===== src/rtl/fifo_rd_arb_pkg.sv =====
// rtl/fifo_rd_arb_pkg.sv - shared types and defaults for the FIFO read-port arbiter
//
// Purpose : FSM state encoding and default sizing used by fifo_rd_arb and its bench.
// Contents: NREQ_DEF, DSIZE_DEF, state_t {ST_EMPTY, ST_HOLD}.
package fifo_rd_arb_pkg;

  localparam int NREQ_DEF  = 4;
  localparam int DSIZE_DEF = 8;

  // ST_HOLD doubles as the output-buffer valid bit.
  typedef enum logic [0:0] {
    ST_EMPTY = 1'b0,
    ST_HOLD  = 1'b1
  } state_t;

endpackage


===== src/rtl/fifo_rd_arb_rr_arbiter.sv =====
// rtl/fifo_rd_arb_rr_arbiter.sv - combinational round-robin grant selector
//
// Purpose : picks the first asserted request starting one past last_grant,
//           wrapping modulo NREQ (NREQ need not be a power of two).
// Ports   : req        in  [NREQ-1:0]  request vector
//           last_grant in  [IDW-1:0]   index granted most recently
//           grant      out [IDW-1:0]   selected index (0 when any=0)
//           any        out             at least one request asserted
module rr_arbiter #(
  parameter int NREQ = 4,
  parameter int IDW  = 2
) (
  input  logic [NREQ-1:0] req,
  input  logic [IDW-1:0]  last_grant,
  output logic [IDW-1:0]  grant,
  output logic            any
);

  int w_idx;

  // Walk offsets from farthest to nearest so the nearest asserted request
  // is the final assignment and therefore wins.
  always_comb begin
    grant = '0;
    any   = 1'b0;
    w_idx = 0;
    for (int k = NREQ; k >= 1; k--) begin
      w_idx = (int'(last_grant) + k) % NREQ;
      if (req[IDW'(w_idx)]) begin
        grant = IDW'(w_idx);
        any   = 1'b1;
      end
    end
  end

endmodule


===== src/rtl/fifo_rd_arb.sv =====
// rtl/fifo_rd_arb.sv - shares one FIFO read port among NREQ consumers
//
// Purpose : pops one word per cycle into a single-word output buffer tagged
//           with a round-robin-selected owner; the word stays with that owner
//           until it accepts it.
// Ports   : rclk, rrst_n        read clock, async active-low reset
//           rempty, fifo_rdata  FIFO empty flag and head-of-FIFO data
//           rinc                FIFO pop strobe
//           req, ready          per-consumer request / accept
//           lock                per-consumer burst lock (FIFO_RD_ARB_LOCK_EN only)
//           valid, rdata, owner held word: one-hot valid, data, owner index
// Macro   : FIFO_RD_ARB_LOCK_EN adds the lock input and burst-lock grant hold.
module fifo_rd_arb
  import fifo_rd_arb_pkg::*;
#(
  parameter int NREQ  = NREQ_DEF,
  parameter int DSIZE = DSIZE_DEF,
  parameter int IDW   = (NREQ > 1) ? $clog2(NREQ) : 1
) (
  input  logic             rclk,
  input  logic             rrst_n,
  input  logic             rempty,
  input  logic [DSIZE-1:0] fifo_rdata,
  output logic             rinc,
  input  logic [NREQ-1:0]  req,
  input  logic [NREQ-1:0]  ready,
`ifdef FIFO_RD_ARB_LOCK_EN
  input  logic [NREQ-1:0]  lock,
`endif
  output logic [NREQ-1:0]  valid,
  output logic [DSIZE-1:0] rdata,
  output logic [IDW-1:0]   owner
);

  state_t           r_state;
  logic [DSIZE-1:0] r_buf_data;
  logic [IDW-1:0]   r_buf_owner;
  logic [IDW-1:0]   r_last_grant;

  logic             w_buf_valid;
  logic             w_xfer;
  logic             w_any;
  logic [IDW-1:0]   w_arb_grant;
  logic [IDW-1:0]   w_grant;

  assign w_buf_valid = (r_state == ST_HOLD);

  // Only the owner's ready matters; everyone else's is ignored.
  assign w_xfer = w_buf_valid & ready[r_buf_owner];

  // Gated by rrst_n so the strobe is low for the whole reset, even though
  // the buffer is already empty and the FIFO may present data.
  assign rinc = rrst_n & ~rempty & w_any & (~w_buf_valid | w_xfer);

  rr_arbiter #(
    .NREQ (NREQ),
    .IDW  (IDW)
  ) u_rr_arbiter (
    .req        (req),
    .last_grant (r_last_grant),
    .grant      (w_arb_grant),
    .any        (w_any)
  );

`ifdef FIFO_RD_ARB_LOCK_EN
  // Burst lock: the previous winner keeps the port while it holds both
  // lock and req.
  assign w_grant = (lock[r_last_grant] & req[r_last_grant]) ? r_last_grant : w_arb_grant;
`else
  assign w_grant = w_arb_grant;
`endif

  always_ff @(posedge rclk or negedge rrst_n) begin
    if (!rrst_n) begin
      r_state      <= ST_EMPTY;
      r_buf_data   <= '0;
      r_buf_owner  <= '0;
      r_last_grant <= IDW'(NREQ - 1);
    end else begin
      case (r_state)
        ST_EMPTY: if (rinc) r_state <= ST_HOLD;
        ST_HOLD:  if (w_xfer && !rinc) r_state <= ST_EMPTY;
      endcase
      // A pop in HOLD only happens alongside xfer, so the held word is
      // never overwritten before its owner takes it.
      if (rinc) begin
        r_buf_data   <= fifo_rdata;
        r_buf_owner  <= w_grant;
        r_last_grant <= w_grant;
      end
    end
  end

  always_comb begin
    valid              = '0;
    valid[r_buf_owner] = w_buf_valid;
  end

  assign rdata = r_buf_data;
  assign owner = r_buf_owner;

endmodule


===== config.mk =====
export PLATFORM = sky130hd
export DESIGN_NAME = fifo_rd_arb
export DESIGN_NICKNAME = d
export VERILOG_FILES = /design/src/rtl/fifo_rd_arb_pkg.sv /design/src/rtl/fifo_rd_arb_rr_arbiter.sv /design/src/rtl/fifo_rd_arb.sv
export SDC_FILE = /design/constraint.sdc
export NUM_CORES = 1
export LEC_CHECK = 0
export CAP_MARGIN = 0
export CORE_UTILIZATION = 41
export CTS_CLUSTER_DIAMETER = 120
export DETAILED_ROUTE_END_ITERATION = 12
export PLACE_DENSITY = 0.82
export RECOVER_POWER = 25
export SYNTH_ARGS = -nofsm -noshare
export SYNTH_HDL_FRONTEND = slang
export SYNTH_SLANG_ARGS = --single-unit

===== constraint.sdc =====
create_clock -name rclk -period 5.12 [get_ports rclk]
set_input_delay 0.512 -clock rclk [delete_from_list [all_inputs] [get_ports rclk]]
set_output_delay 0.512 -clock rclk [all_outputs]
set_load 0.05 [all_outputs]

==> results summary, run 1 <==
The biggest cell delay along the critical path is 0.90 ns. Tracing the worst setup path back leads to its startpoint at rrst_n. Entering global routing, the biggest net connects 15 pins. During I/O placement, the number of pins put on the boundary was 34. The count of distinct cell types in the synthesized netlist came out at 19. The clock input transition at the sequential cells of the worst setup and hold paths came out at 0.08 ns. The critical path goes through dlygate4sd3_1 -> nor3b_1 -> and2_4 -> clkdlybuf4s50_1.

The power density normalized to cell area came out at 620 nW/µm². The post-CTS setup-driven buffer insertion count came out at 0. The largest family of logic cells by synthesized area is multiplexers.

The count of antenna-violating nets left after detailed routing came out at 0. The finished layout holds 105 standard cells, fillers aside. The number of buffers inserted for hold repair after clock tree synthesis came out at 0. The final instance area is 1030 µm². In this run, the number of DRC markers left after iteration 0 of detailed routing was 21. Of the total synthesized cell area, the portion taken by AND, OR, NAND and NOR gates is 0.112.

The flow ran to the end, and the final reports show no timing, DRC or antenna violations. For this configuration, the core starts out at a cell density of 0.439. In the global route stage, overall resource usage came out at 0.177.

Hold is met by 0.518 ns. For this run, design rule violations remaining after detail routing come to 0. The adder and majority gate portion of the synthesized area came out at 0. The routed via count is 532. The xor/xnor cell area share of the yosys netlist is 0. For this run the aggregate overflow at the end of global routing stands at 0. Data arrives at the worst endpoint at 2.99 ns.

The class of the tightest hold or removal check is reg -> reg. The count of buffers inserted at the top-level ports came out at 33. The met3 routing resource usage after global routing came out at 0.0517. The worst-case vdd ir drop is 368 µV.

In this run, placement finished with an instance count of 101. The buffers plus inverters on the worst setup path came out at 2. The initial antenna violation count came out at 0.

The number of nets produced by synthesis is 72. The tree is rooted in a clkbuf_4. The via count of the first global-routing pass is 542.

The core area is 1510 µm². After technology mapping, the gate count stands at 53. The floorplan has 14 rows.

The mean instance size in the synthesized netlist came out at 12.5 µm². The first-pass iteration count of the detailed router is 8. The most utilized layer in the global route result is met2. The multiplexer area fraction after synthesis is 0.267.

The slew at the pin closest to its max-slew limit came out at 0.579 ns. Summing every instance area after synthesis gives 662 µm². The final routed wirelength across all metal layers is 1.38 mm. Gates resized during post-CTS repair numbered 0. The reported max-cap violation count is 0. The global placement routability congestion is 0.730. The layout-stage area growth over the synthesis result is 55.2%. The design draws 0.637 mW. The maximum fanout along the worst path came out at 14. Before CTS, the worst setup slack after placement is 1.66 ns. The die covers 1780 µm². The worst setup path is of the in -> out kind. The area share of the leading cell type in the synthesized netlist came out at 0.416. Setup repair after global routing left no endpoint under its margin. For this run, the share of the core covered by cells in the final layout is 0.682. The largest total area in the synthesized netlist belongs to dfrtp_1. TritonCTS built the clock tree. The slowest stage of the critical path is the dlygate4sd3_1 cell. The share of synthesized area occupied by flip-flops and latches came out at 0.495. The number of warnings printed during yosys synthesis came out at 0. Ranked by total cell area, the synthesized netlist is headed by dfrtp_1 42%, mux2_4 18%, mux2_2 8.5%. The final-stage net count is 109.

The floorplan step set the die height to 42.2 µm. The global-route wire length before repair came out at 2.32 mm. The number of buffers between clock root and the deepest sink is 2. The post-synthesis compound-gate area fraction is 0.0926.

The number of buffers inserted during clock tree synthesis came out at 3. In this run the most critical hold path is launched from rdata[5]. After detailed routing, the number of vias per cell comes to 5.07. The final count of pins violating max slew came out at 0.

Setup violations remaining at the end of the flow were counted as 0. Broken down by cell family, the worst path's largest delay share belongs to buffers and inverters. The wire length per cell came out at 13.2 µm. The startpoint identified for the worst register-to-register timing path is owner[1]. The critical path startpoint category is a primary input. The fraction of layout cells with a size suffix above 1 is 0.213. The count of endpoints failing hold in the final timing report was 0. The share of the clock period used by the worst path after layout is 0.685. The leakage power total came out at 0.434 nW. After layout, the worst setup slack is 1.61 ns.

For this run, global-route usage on met1 was measured as 0.199. Timing would allow up to 285 MHz. At the worst endpoint, the required time is 4.61 ns. For this design, the sink count on the clock tree is 13. The flip-flop and latch count after synthesis came out at 13.

The area of placed instances came out at 1000 µm². The number of levels the H-tree was split into is 1. The chip width came out at 42.2 µm. The type of destination of the critical path is an output port.

For met2 alone, demand over resource in global routing was 0.308. The number of antenna diodes in the final layout is 0. The detailed-placement wirelength estimate is 1.08 mm. The final clock skew is 0.00526 ns. The worst max-slew margin expressed relative to the limit came out at 0.613. The final-layout setup total negative slack is 0 ns. The minimum clock period after layout is 3.51 ns. For the worst-skew pair, the clock arrives at the later sink with an insertion delay of 0.27 ns.
## logic make-up (layout without fill, tap and decap cells)
family / Yosys count / count (layout)
multiplexers: 13 / 13
flip-flops: 13 / 13
AND/OR/NAND/NOR: 14 / 14
AO/OA/AOI/OAI: 9 / 9
buffers and inverters: 4 / 40
## layer usage
metal  routed length, µm  share of wire
met1                 577           0.42
met2                 736           0.53
met3                  67          0.048
met4                   0              0
met5                   0              0
## power breakdown
group          total, mW  switching [mW]  internal, mW
combinational      0.383           0.224         0.160
sequential         0.193          0.0393         0.154
clock             0.0607          0.0306        0.0301
total              0.637           0.293         0.343
## cell type report
cell class                      count  area, µm²
Fill cell                         111        479
Timing Repair Buffer               33        330
Sequential cell                    13        328
Multi-Input combinational cell     36        312
Clock buffer                        4       26.3
Tap cell                           16       20.0
Inverter                            3       11.3
## state kept, by name, indices dropped and copies added, names as in the netlist
name / count
owner: 2
r_last_grant: 2
rdata: 8
r_state: 1
## path summary, 6_finish.rpt
path / endpoint / slack (ns) / depth (start not counted)
worst max-delay path: rinc / 1.61 / 4
worst min-delay path: rdata[5] / 0.52 / 1
worst max register to register: rdata[6] / 3.39 / 4
worst min register to register: rdata[5] / 0.52 / 1
max in group asynchronous: rdata[7] / 4.06 / 1
min in group asynchronous: rdata[2] / 0.68 / 1
## cell usage in the layout (no fill, tap or decap), types with 2 or more instances in the layout
cell,netlist,layout
nand2_1,2,2
clkbuf_4,0,3
nand2b_1,3,3
a21oi_1,3,3
o21a_1,2,2
dfstp_2,2,2
inv_1,3,3
nor2_1,5,5
dfrtp_1,11,11
mux2_4,8,8
mux2_2,5,5
clkdlybuf4s50_1,0,32
## synthesized netlist by cell type
cell type and number:
a21oi_1 3, a22oi_1 1, a31oi_1 1, and2_4 1, buf_6 1, dfrtp_1 11
dfstp_2 2, inv_1 3, mux2_2 5, mux2_4 8, nand2_1 2, nand2b_1 3
nor2_1 5, nor2b_1 1, nor3b_1 1, nor4_1 1, o2111ai_1 1, o21a_1 2
o22a_1 1
## worst reg2reg max path: stages (launching register included)
cell     delay (ns)
dfrtp_1        0.49
mux2_2         0.37
o22a_1         0.20
and2_4         0.25
mux2_4         0.31
Power figures use the tool's default switching activity.
==> run 2: changes to the inputs <==
CORE_UTILIZATION = 34   (was 41)
PLACE_DENSITY = 0.73   (was 0.82)
clock period = 3 ns   (was 5.12 ns; I/O delays follow)
==> results summary, run 2 (synthesis results as in run 1) <==
The logic depth of the worst register-to-register path is 4 (unchanged). The minimum clock period after layout came out at 2.17 ns. The flow ran to the end, and the final reports show no timing, DRC or antenna violations. The layout-stage area growth over the synthesis result came out at 59.5%. The combinational group share of total power is 0.605 (+0.003).

The number of gates resized after CTS came out at 0 (unchanged). The leftover overflow at the end of global routing was 0 (unchanged). The count of antenna-violating nets left after detailed routing came to 0 (unchanged).

The first-pass iteration count of the detailed router came to 4 (-4). The overall track demand over capacity in global routing is 0.149 (-0.0278). The class of the tightest hold or removal check is in -> async. The number of levels the H-tree was split into was 1 (unchanged). The number of buffers inserted during clock tree synthesis came out at 3 (unchanged). The number of buffers between clock root and the deepest sink came to 2 (unchanged).

The via count of the first global-routing pass is 518 (-4.4%). The number of buffers inserted for hold repair after clock tree synthesis is 0 (unchanged). In this run the critical register-to-register path is launched from owner[1]. The worst max-slew margin expressed relative to the limit was 0.666 (+0.0532). The number of ports placed on the die boundary is 34 (unchanged). The final clock skew is 0.000949 ns (-0.00431 ns). The number of fill cells is 153 (+38%). The final-stage net count came to 110 (+0.92%). The final routed wirelength across all metal layers came out at 1.36 mm (-1.6%).

The maximum number of pins on one net before global-route repair came out at 15 (unchanged). The height of the chip was 46.1 µm (+9.3%). The detailed-route vias per instance came out at 4.59 (-9.4%). The violation count after the first detailed-routing iteration came to 6 (-71%). The buffers plus inverters on the worst setup path came out at 3 (+1).

The global placement routability congestion is 0.658 (-9.9%). The reported max-cap violation count is 0 (unchanged). The worst reg-to-reg setup slack is 1.29 ns (-2.10 ns). The part of the total power dissipated in the clock network came out at 0.093 (-0.002).

The starting density of the core came out at 0.371 (-0.0681). The biggest cell delay along the critical path is 0.52 ns (-0.38 ns). The share of the clock period used by the worst path after layout came out at 0.724. The worst setup path is of the in -> out kind. The insertion delay of the later-clocked pin in the worst-skew pair came out at 0.27 ns (about the same).

The initial antenna violation count is 0 (unchanged). The power density normalized to cell area came out at 1030 nW/µm² (+66%). The data required time at the worst endpoint is 2.70 ns (-1.91 ns). The count of endpoints failing hold in the final timing report is 0 (unchanged). The chip width was 46.1 µm (+9.3%). The TritonCTS sink count is 13 (unchanged). The worst setup path is captured at an output port. The internal portion of total power is 0.591 mW (+72%). The routed via count came to 528 (-0.75%). TritonCTS built the clock tree. The leakage power total is 0.444 nW (+2.3%). The data arrival at the endpoint of the critical path is 1.87 ns (-1.12 ns). The count of buffers inserted at the top-level ports is 33 (unchanged). The global-route wire length before repair is 2.15 mm (-7.2%).

The final count of pins violating max slew is 0 (unchanged). The net switching power came out at 0.494 mW (+68%). The fraction of layout cells with a size suffix above 1 came out at 0.233 (+0.0199). The overall power after layout is 1.09 mW (+70%).

The sequential share of power came out at 0.301 (-0.002). The core area came out at 1780 µm² (+18%). Walking the worst path, the cells encountered are dlygate4sd3_1 -> buf_4 -> nor3b_1 -> and2_4 -> buf_12.

Setup repair after global routing left no endpoint under its margin. The remaining design rule violation count is 0 (unchanged). The number of setup violations in the final report is 0 (unchanged). In this run the clock root is driven by a clkbuf_4. The final standard cell utilization of the core is 0.592 (-0.0896). The full die area was 2130 µm² (+20%). The endpoint identified for the worst register-to-register timing path is rdata[4]. The worst setup path is launched from a primary input. The wire length per cell came to 11.8 µm (-10%).

The post-CTS setup-driven buffer insertion count came to 0 (unchanged). The slew at the pin closest to its max-slew limit came out at 0.500 ns (-0.0794 ns). The kind of cell adding the most delay to the critical path is buffers and inverters. Among all stages on the critical path, the largest delay is contributed by dlygate4sd3_1.

The number of core rows came to 15 (+1). The detailed-placement wirelength estimate came to 1.14 mm (+5.3%). The maximum fanout along the worst path is 14 (unchanged).

The maximum clock frequency is 460 MHz. The antenna diode count is 0 (unchanged). The switching portion of total power came out at 0.455 (-0.00568). The clock input transition at the sequential cells of the worst setup and hold paths is 0.07 ns (about the same).

The number of flip-flops in the largest register was 8 (unchanged). The final-layout setup total negative slack is 0 ns (unchanged). The most common cell after layout, fill and taps aside is clkdlybuf4s50_1.

The top cell types in the final layout, fill and taps aside, are 31 x clkdlybuf4s50_1, 11 x dfrtp_1, 8 x mux2_4. The worst-case vdd ir drop came out at 542 µV (+47%).
## run 2: area by class of cell
| class | instances | area (µm²) | area share |
|---|---|---|---|
| Tap cell | 25 | 31.3 | 0.0296 |
| Multi-Input combinational cell | 36 | 312 | 0.295 |
| Timing Repair Buffer | 34 | 348 | 0.329 |
| Sequential cell | 13 | 328 | 0.310 |
| Inverter | 3 | 11.3 | 0.0107 |
| Clock buffer | 4 | 26.3 | 0.0249 |
## run 2: power groups by stage
stage               Combinational, mW  Sequential (mW)  Clock [mW]
floorplan                       0.249            0.526           0
global placement                0.656            0.326           0
detailed placement              0.661            0.332           0
CTS                             0.663            0.329       0.107
global route                    0.692            0.339       0.117
finish                          0.657            0.327       0.101
## run 2: per-stage QoR
stage	area (µm²)	worst slack, ns	cells	hold slack [ns]
after floorplan	662	0.959	53	0.00441
after global placement	1030	0.921	111	0.494
after detailed placement	1030	0.856	111	0.501
after CTS	1060	0.879	115	0.316
after global routing	1060	0.666	115	0.397
final	1060	0.827	115	0.396
## run 2: worst max-delay path by stage
stage                   from       end  slack, ns  cells past startpoint
floorplan           owner[1]  rdata[0]       0.96                      5
global placement      rrst_n  owner[1]       0.92                      5
detailed placement    rrst_n  rdata[7]       0.86                      5
CTS                   rrst_n      rinc       0.88                      5
global route          rrst_n      rinc       0.67                      5
finish                rrst_n      rinc       0.83                      5
## run 2: per-layer routing
metal | part of all wire | vias up | global-route usage
met3 | 0.053 | 0 | 0.0588
met4 | 0 | 0 | 0.0353
met1 | 0.38 | 245 | 0.153
met2 | 0.57 | 18 | 0.279
li1 | - | 265 | -
met5 | 0 | - | 0
## run 2: worst reg2reg max path, stage by stage (launching register included)
cell and delay (ns):
dfrtp_1 0.48, mux2_2 0.37, o22a_1 0.19, and2_4 0.24, mux2_4 0.32
